### src/rtl/valu_wb_collector.sv
// Writeback collector for the vector ALU: buffers result beats in a small FIFO,
// drains them into the scalar/vector RF write ports and clears scoreboard entries.
module valu_wb_collector #(
  parameter int DATA_W     = 128,
  parameter int FIFO_DEPTH = 4
) (
  input  logic              clk,
  input  logic              rst,
  input  logic              alu_wb_valid,
  input  logic [4:0]        alu_wb_rd,
  input  logic              alu_wb_is_scalar,
  input  logic [DATA_W-1:0] alu_wb_data,
  input  logic              alu_wb_err_overflow,
  input  logic              alu_wb_err_invalid,
  output logic              issue_stall,
  output logic              vrf_we,
  output logic [4:0]        vrf_waddr,
  output logic [DATA_W-1:0] vrf_wdata,
  input  logic              vrf_wready,
  output logic              srf_we,
  output logic [4:0]        srf_waddr,
  output logic [31:0]       srf_wdata,
  input  logic              srf_wready,
  output logic              sb_clr_valid,
  output logic [4:0]        sb_clr_idx,
  output logic              sb_clr_is_scalar,
  output logic              fflags_of,
  output logic              fflags_nv,
  input  logic              fflags_clr,
  output logic              fifo_ovf_err,
  output logic              idle
);

  localparam int PW = (FIFO_DEPTH > 2) ? $clog2(FIFO_DEPTH) : 1;
  localparam int CW = $clog2(FIFO_DEPTH + 1);

  logic [4:0]        rd_mem   [FIFO_DEPTH];
  logic              sc_mem   [FIFO_DEPTH];
  logic [DATA_W-1:0] data_mem [FIFO_DEPTH];

  logic [PW-1:0] head_ptr;
  logic [PW-1:0] tail_ptr;
  logic [CW-1:0] count;

  logic              empty;
  logic [4:0]        head_rd;
  logic              head_sc;
  logic [DATA_W-1:0] head_data;
  logic              head_x0;
  logic              wr_accept;
  logic              pop;
  logic              push_ok;

  assign empty     = (count == '0);
  assign head_rd   = rd_mem[head_ptr];
  assign head_sc   = sc_mem[head_ptr];
  assign head_data = data_mem[head_ptr];

  // Writes to scalar x0 are architecturally dead, so they retire silently.
  assign head_x0 = !empty && head_sc && (head_rd == 5'd0);

  assign vrf_we    = !empty && !head_sc;
  assign vrf_waddr = head_rd;
  assign vrf_wdata = head_data;
  assign srf_we    = !empty && head_sc && (head_rd != 5'd0);
  assign srf_waddr = head_rd;
  assign srf_wdata = head_data[31:0];

  assign wr_accept = (vrf_we && vrf_wready) || (srf_we && srf_wready);
  assign pop       = wr_accept || head_x0;
  assign push_ok   = alu_wb_valid && ((count < CW'(FIFO_DEPTH)) || pop);

  assign sb_clr_valid     = wr_accept;
  assign sb_clr_idx       = head_rd;
  assign sb_clr_is_scalar = head_sc;

  // One slot stays free for the op already inside the ALU pipeline.
  assign issue_stall = (count >= CW'(FIFO_DEPTH - 1));
  assign idle        = empty && !alu_wb_valid;

  always_ff @(posedge clk) begin
    if (rst) begin
      head_ptr     <= '0;
      tail_ptr     <= '0;
      count        <= '0;
      fflags_of    <= 1'b0;
      fflags_nv    <= 1'b0;
      fifo_ovf_err <= 1'b0;
    end else begin
      if (push_ok) tail_ptr <= tail_ptr + PW'(1);
      if (pop) head_ptr <= head_ptr + PW'(1);
      count <= count + CW'(push_ok) - CW'(pop);
      if (alu_wb_valid && !push_ok) fifo_ovf_err <= 1'b1;
      // A new exception outranks a simultaneous clear so no event is lost.
      if (alu_wb_valid && alu_wb_err_overflow) fflags_of <= 1'b1;
      else if (fflags_clr) fflags_of <= 1'b0;
      if (alu_wb_valid && alu_wb_err_invalid) fflags_nv <= 1'b1;
      else if (fflags_clr) fflags_nv <= 1'b0;
    end
  end

  always_ff @(posedge clk) begin
    if (push_ok) begin
      rd_mem[tail_ptr]   <= alu_wb_rd;
      sc_mem[tail_ptr]   <= alu_wb_is_scalar;
      data_mem[tail_ptr] <= alu_wb_data;
    end
  end

endmodule

### config.mk
export PLATFORM = sky130hd
export DESIGN_NAME = valu_wb_collector
export DESIGN_NICKNAME = d
export VERILOG_FILES = /design/src/rtl/valu_wb_collector.sv
export SDC_FILE = /design/constraint.sdc
export NUM_CORES = 1
export LEC_CHECK = 0
export CAP_MARGIN = 20
export CELL_PAD_IN_SITES_DETAIL_PLACEMENT = 1
export CELL_PAD_IN_SITES_GLOBAL_PLACEMENT = 2
export CORE_UTILIZATION = 45
export CTS_CLUSTER_SIZE = 10
export DETAILED_ROUTE_END_ITERATION = 12
export PLACE_DENSITY_LB_ADDON = 0.08
export SYNTH_ARGS = -nofsm -noshare
export SYNTH_HDL_FRONTEND = slang
export SYNTH_SLANG_ARGS = --single-unit
### constraint.sdc
create_clock -name clk -period 12.5 [get_ports clk]
set_input_delay 1.25 -clock clk [delete_from_list [all_inputs] [get_ports clk]]
set_output_delay 1.25 -clock clk [all_outputs]
set_load 0.02 [all_outputs]
==> flow_summary.json, run 1 <==
{
  "setup_viol": 0,
  "min_period_over_period_pct": 43.9,
  "path_cells": "buf_12 -> mux4_2 -> o311ai_0 -> o211ai_1 -> nor2_1 -> and2_4 -> buf_4 -> buf_4",
  "worstPathMaxFanout": 110,
  "routabilityCongestion": 0.750,
  "r2r_cells": 8,
  "ios": 326,
  "core_area_sq_mm": 0.0443,
  "die_h_microns": 214,
  "worst_path_largest_cell_delay_ns": 0.82,
  "postRouteWirelength_microns": 44100,
  "cts_tree": "done",
  "arrival_ns": 5.66,
  "io_buffers": 325,
  "cts_buffer_depth": 3,
  "p_int_mw": 4.21,
  "utilization_pct": 58.3,
  "status": "finished clean",
  "grt_first_pass_wirelength_microns": 65400,
  "cts.sinks": 548,
  "die_area_sq_mm": 0.0458,
  "critical_path_class": "flop to flop",
  "hold_buffers": 0,
  "post-dp-hpwl_microns": 26900,
  "netlist_area_sq_mm": 0.0202,
  "hp-start": "fflags_of",
  "viasPerCell": 5.28,
  "setup_slack_ns": 7.01,
  "h-tree-depth": 3,
  "power_density_mw_per_mm2": 230,
  "rows": 77,
  "path_clk_slew_ns": 0.05,
  "cp-end-kind": "flop",
  "synthesis.nets": 970,
  "dr.pass1.iters": 4,
  "dr_total_vias": 9370,
  "clkPwrFrac_pct": 28.9,
  "root_buffer": "clkbuf_16",
  "r2r_slack_ns": 7.01,
  "drt_iter0_markers": 632,
  "die_w_microns": 214,
  "drive_gt1_share_pct": 19.6,
  "grt_max_degree": 111,
  "power.net_switching_mw": 1.73,
  "swShare_pct": 29.1,
  "nNetsFinal": 1300,
  "postCtsSetupBuffers": 0,
  "route.detailed.drc": 0,
  "wl_per_cell_microns": 24.9,
  "synth_warnings": 0,
  "hold_path.class": "flop to flop",
  "hold_viol": 0,
  "first_global_vias": 10109,
  "slew_headroom_pct": 26.7,
  "synth-seq-cells": 548,
  "grt_antenna_before_repair": 7,
  "power.leakage_nw": 8.18,
  "numCtsBuffers": 66,
  "yosysSeqAreaShare_pct": 80.7,
  "fmax_ghz": 0.182,
  "report.final.slew_viol_count": 0,
  "syn-instance-count": 820,
  "p_seq_share_pct": 39.3,
  "dp_worst_setup_slack_ns": 6.89,
  "rsz0062_at_grt": "no",
  "syn2layout_area_growth_pct": 27.6,
  "startpoint_type": "flop",
  "required_ns": 12.67,
  "cpMaxStageDelayCell": "buf_4",
  "finalClockSkew_ns": 0.0291,
  "cts_resized": 0,
  "syn_area_per_cell_sq_um": 24.7,
  "peakVddDrop_mv": 0.189,
  "netlist-cell-type-count": 30,
  "min_to": "fflags_of",
  "insertion_delay_ns": 0.57,
  "tightest_slew_ns": 1.10,
  "final_antenna_net_count": 0,
  "holdPathStages": 2,
  "start_util_pct": 45.7,
  "cp_num_buf_inv": 3,
  "gr-total-overflow": 0,
  "grt_util_all_layers_pct": 19.4,
  "path_delay_family": "buffers and inverters",
  "pwr-share-comb_pct": 31.8,
  "period_minus_slack_ns": 5.49,
  "critPathMostFrequentCell": "buf_4",
  "drv_cap": 0,
  "fin_setup_tns_ns": 0,
  "r2r_end": "data_mem[3][94]"
}
==> stage by stage <==
step	std cells	area, sq um	hold slack [ns]	power [mW]
after global routing	1772	25800	0.532	6.17
after floorplan	820	20200	0.516	3.52
final	1775	25800	0.498	5.94
after CTS	1771	25800	0.510	6.04
after detailed placement	1674	23900	0.491	4.30
after global placement	1674	23900	0.486	4.29
==> sequential cells by signal, summed over array words and instances (netlist names), named ones only <==
signal,cells
rd_mem,20
fflags_of,1
fifo_ovf_err,1
sc_mem,4
data_mem,512
tail_ptr,2
count,3
head_ptr,2
fflags_nv,1
==> kinds of logic after synthesis <==
| logic type | count (synthesis) | share of synthesized area [%] |
|---|---|---|
| adder cells (fa/ha/maj) | 8 | 0.532 |
| AO/OA/AOI/OAI | 11 | 0.470 |
| buffers and inverters | 83 | 2.37 |
| XOR/XNOR | 3 | 0.130 |
| AND/OR/NAND/NOR | 31 | 0.797 |
| flip-flops | 548 | 80.7 |
| multiplexers | 136 | 15.0 |
==> power by group through the flow <==
stage / Clock (mW) / Sequential, mW / Combinational, mW
final: 1.72 / 2.34 / 1.89
after global routing: 1.82 / 2.36 / 1.99
after CTS: 1.76 / 2.34 / 1.94
after detailed placement: 0 / 2.38 / 1.92
after global placement: 0 / 2.36 / 1.93
after floorplan: 0 / 2.35 / 1.17
==> cells in the mapped netlist <==
| cell type | n | area share, % |
|---|---|---|
| edfxtp_1 | 536 | 80 |
| mux4_2 | 134 | 15 |
| buf_4 | 42 | 1.6 |
| buf_1 | 17 | 0.32 |
| dfxtp_1 | 12 | 1.2 |
| nor2_1 | 12 | 0.22 |
| clkbuf_1 | 11 | 0.20 |
| inv_1 | 9 | 0.17 |
| ha_1 | 7 | 0.43 |
| and2_1 | 4 | 0.12 |
| nor2b_1 | 4 | 0.12 |
| a21oi_1 | 3 | 0.074 |
| buf_2 | 3 | 0.074 |
| nand2b_1 | 3 | 0.093 |
| xnor2_1 | 3 | 0.13 |
| a22oi_1 | 2 | 0.074 |
| mux2i_1 | 2 | 0.099 |
| nand2_1 | 2 | 0.037 |
| o211ai_1 | 2 | 0.074 |
| or2_2 | 2 | 0.062 |
| a31o_2 | 1 | 0.043 |
| buf_6 | 1 | 0.056 |
| fa_1 | 1 | 0.099 |
| nand3_1 | 1 | 0.025 |
| nor3_1 | 1 | 0.025 |
| o21ai_0 | 1 | 0.025 |
| o311ai_0 | 1 | 0.043 |
| o32ai_4 | 1 | 0.14 |
| or3_1 | 1 | 0.031 |
| or3_4 | 1 | 0.056 |
==> layer usage <==
metal / track usage, % / vias up / part of all wire [%] / wire, microns
met5: 0 / - / 0.12 / 54
met4: 5.74 / 8 / 1.7 / 765
met3: 5.02 / 70 / 6.6 / 2910
met2: 31.1 / 295 / 50 / 21900
met1: 26.2 / 4921 / 42 / 18500
li1: - / 4076 / - / -
==> cells in the final DEF, fill, tap and decap left out, types with 3 or more instances in the layout <==
cell type and instances:
a21oi_1 3, and2_4 4, buf_4 10, clkbuf_1 20, clkbuf_16 71, clkdlybuf4s50_1 325
dfxtp_1 10, diode_2 4, edfxtp_1 536, ha_1 7, inv_1 9, mux4_2 134
nand2b_1 3, nor2_1 12, nor2b_1 4, xnor2_1 3
==> how the worst max path moves through the flow <==
stage	cells past startpoint	to	startpoint	slack [ns]
final	8	data_mem[3][94]	flop	7.01
after detailed placement	8	data_mem[3][66]	flop	6.89
after global routing	8	data_mem[3][94]	flop	6.50
after floorplan	6	data_mem[0][0]	flop	7.14
after global placement	8	data_mem[3][59]	flop	6.84
after CTS	8	data_mem[3][94]	flop	6.86
==> tightest hold or removal path: stages, from the launching register on <==
cell and delay (ns):
dfxtp_1 0.33, a22oi_1 0.07, nor2_1 0.07
==> final cells by class <==
cell class,instances,area [sq um]
Antenna cell,4,10.0
Tap cell,592,741
Sequential cell,548,16300
Clock inverter,5,55.1
Multi-Input combinational cell,189,3440
Clock buffer,92,1870
Fill cell,3735,18500
Inverter,9,33.8
Timing Repair Buffer,336,3350
Power figures use the tool's default switching activity.
==> run 2, diff against run 1 <==
--- a/config.mk
+++ b/config.mk
@@ -8,7 +8,7 @@
 export CAP_MARGIN = 20
 export CELL_PAD_IN_SITES_DETAIL_PLACEMENT = 1
 export CELL_PAD_IN_SITES_GLOBAL_PLACEMENT = 2
-export CORE_UTILIZATION = 45
+export CORE_UTILIZATION = 41
 export CTS_CLUSTER_SIZE = 10
 export DETAILED_ROUTE_END_ITERATION = 12
 export PLACE_DENSITY_LB_ADDON = 0.08
==> constraint.sdc (replaced) <==
create_clock -name clk -period 5.7 [get_ports clk]
set_input_delay 0.57 -clock clk [delete_from_list [all_inputs] [get_ports clk]]
set_output_delay 0.57 -clock clk [all_outputs]
set_load 0.02 [all_outputs]
==> flow_summary.json, run 2 (synthesized netlist as in run 1, its figures left out) <==
{
  "grtUsageMet2_pct": 29.6,
  "largest-register": "data_mem",
  "fin_setup_tns_ns": 0,
  "die_w_microns": 224,
  "root_buffer": "clkbuf_16",
  "use_met1_pct": 22.4,
  "grt_max_degree": 74,
  "routabilityCongestion": 0.701,
  "io_buffers": 325,
  "start_util_pct": 41.4,
  "whs_ns": 0.509,
  "dr_total_vias": 9296,
  "die_area_sq_mm": 0.0503,
  "path_clk_slew_ns": 0.05,
  "route.detailed.drc": 0,
  "power.leakage_nw": 8.10,
  "min_period_over_period_pct": 68.0,
  "startpoint_type": "flop",
  "critical_path_class": "flop to primary output",
  "layout_common_cells": "536 x edfxtp_1, 325 x clkdlybuf4s50_1, 134 x mux4_2, 63 x clkbuf_16, 16 x clkbuf_1",
  "n_antenna_cell": 0,
  "drv_cap": 0,
  "tightest_slew_ns": 0.914,
  "worstPathMaxFanout": 37,
  "postRouteWirelength_microns": 44000,
  "hold_buffers": 0,
  "arrival_ns": 3.30,
  "dr.pass1.iters": 5,
  "peakVddDrop_mv": 0.264,
  "wl_per_cell_microns": 24.0,
  "hold_viol": 0,
  "numCtsBuffers": 61,
  "report.final.slew_viol_count": 0,
  "power_density_mw_per_mm2": 492,
  "fmax_ghz": 0.258,
  "holdPathStages": 2,
  "reg.largest.list": "data_mem: 512 flops, rd_mem: 20 flops, sc_mem: 4 flops",
  "post-dp-hpwl_microns": 27300,
  "grt_util_all_layers_pct": 17.7,
  "place_area_sq_mm": 0.0241,
  "insertion_delay_ns": 0.61,
  "drive_gt1_share_pct": 19.2,
  "status": "finished clean",
  "hold_path.class": "flop to flop",
  "finalPower_mw": 12.7,
  "rsz0062_at_grt": "no",
  "viasPerCell": 5.07,
  "postCtsSetupBuffers": 0,
  "finalClockSkew_ns": 0.0198,
  "cts_tree": "done",
  "fin_cells": 1834,
  "slew_headroom_pct": 39.1,
  "gr-total-overflow": 0,
  "drt_iter0_markers": 496,
  "period_minus_slack_ns": 3.87,
  "r2r_slack_ns": 2.14,
  "first_global_vias": 10195,
  "cp-end-kind": "primary output",
  "cts.sinks": 548,
  "rows": 81,
  "h-tree-depth": 2,
  "grt_antenna_before_repair": 3,
  "busiest_layer": "met2",
  "die_h_microns": 224,
  "grt_first_pass_wirelength_microns": 65200,
  "nNetsFinal": 1300,
  "cts_buffer_depth": 3,
  "required_ns": 5.13,
  "r2r_cells": 6,
  "syn2layout_area_growth_pct": 27.3,
  "setup_viol": 0,
  "ios": 326,
  "core_area_sq_mm": 0.0488,
  "largest_reg_flops": 512,
  "dpl.cell_count": 1751,
  "grt_use_met3_pct": 5.81,
  "final_common_cell": "edfxtp_1",
  "final_antenna_net_count": 0,
  "r2r_end": "data_mem[0][38]",
  "cts_resized": 0,
  "fin_area_sq_mm": 0.0258,
  "endpoint": "sb_clr_valid"
}
## run 2: changes by cell type in the layout (fill, tap and decap cells not counted), sizes merged
cell and delta:
bufinv -1, inv -1, clkinv +1, buf +5
diode -4, clkbuf -13
## run 2: how the worst min path moves through the flow
stage,from,endpoint
finish,fflags_of,fflags_of
global route,fifo_ovf_err,fifo_ovf_err
CTS,fflags_of,fflags_of
detailed placement,fflags_nv,fflags_nv
global placement,fflags_nv,fflags_nv
floorplan,head_ptr[0],flop
## run 2: where the power goes
| part | switching (mW) | internal [mW] |
|---|---|---|
| logic | 2.17 | 2.02 |
| clock network | 1.42 | 1.96 |
| registers | 0.164 | 4.94 |
## run 2: cell type report
class / count / area (sq um)
inverter: 9 / 33.8
sequential: 548 / 16300
tap: 664 / 831
timing repair buffer: 341 / 3460
clock buffer: 79 / 1640
multi-input combinational: 189 / 3440
fill: 4282 / 23100
clock inverter: 4 / 20.0
## run 2: critical path, cell delays in order (launching register included)
cell and delay, ns:
dfxtp_4 0.76, mux4_2 0.47, or3_4 0.44, or2_2 0.31, nand3_1 0.08, a21oi_1 0.07
clkdlybuf4s50_1 0.56
## run 2: metal layers
layer | vias up | share of wire [%]
li1 | 4058 | -
met1 | 4930 | 41
met2 | 244 | 50
met3 | 58 | 7.3
met4 | 6 | 1.6
met5 | - | 0.079
## run 2: per-stage QoR
step / util, % / setup slack (ns)
floorplan: - / 0.341
global placement: 49.3 / 2.06
detailed placement: 49.3 / 2.04
CTS: 52.7 / 1.70
global route: 52.7 / 1.61
finish: 52.7 / 1.83
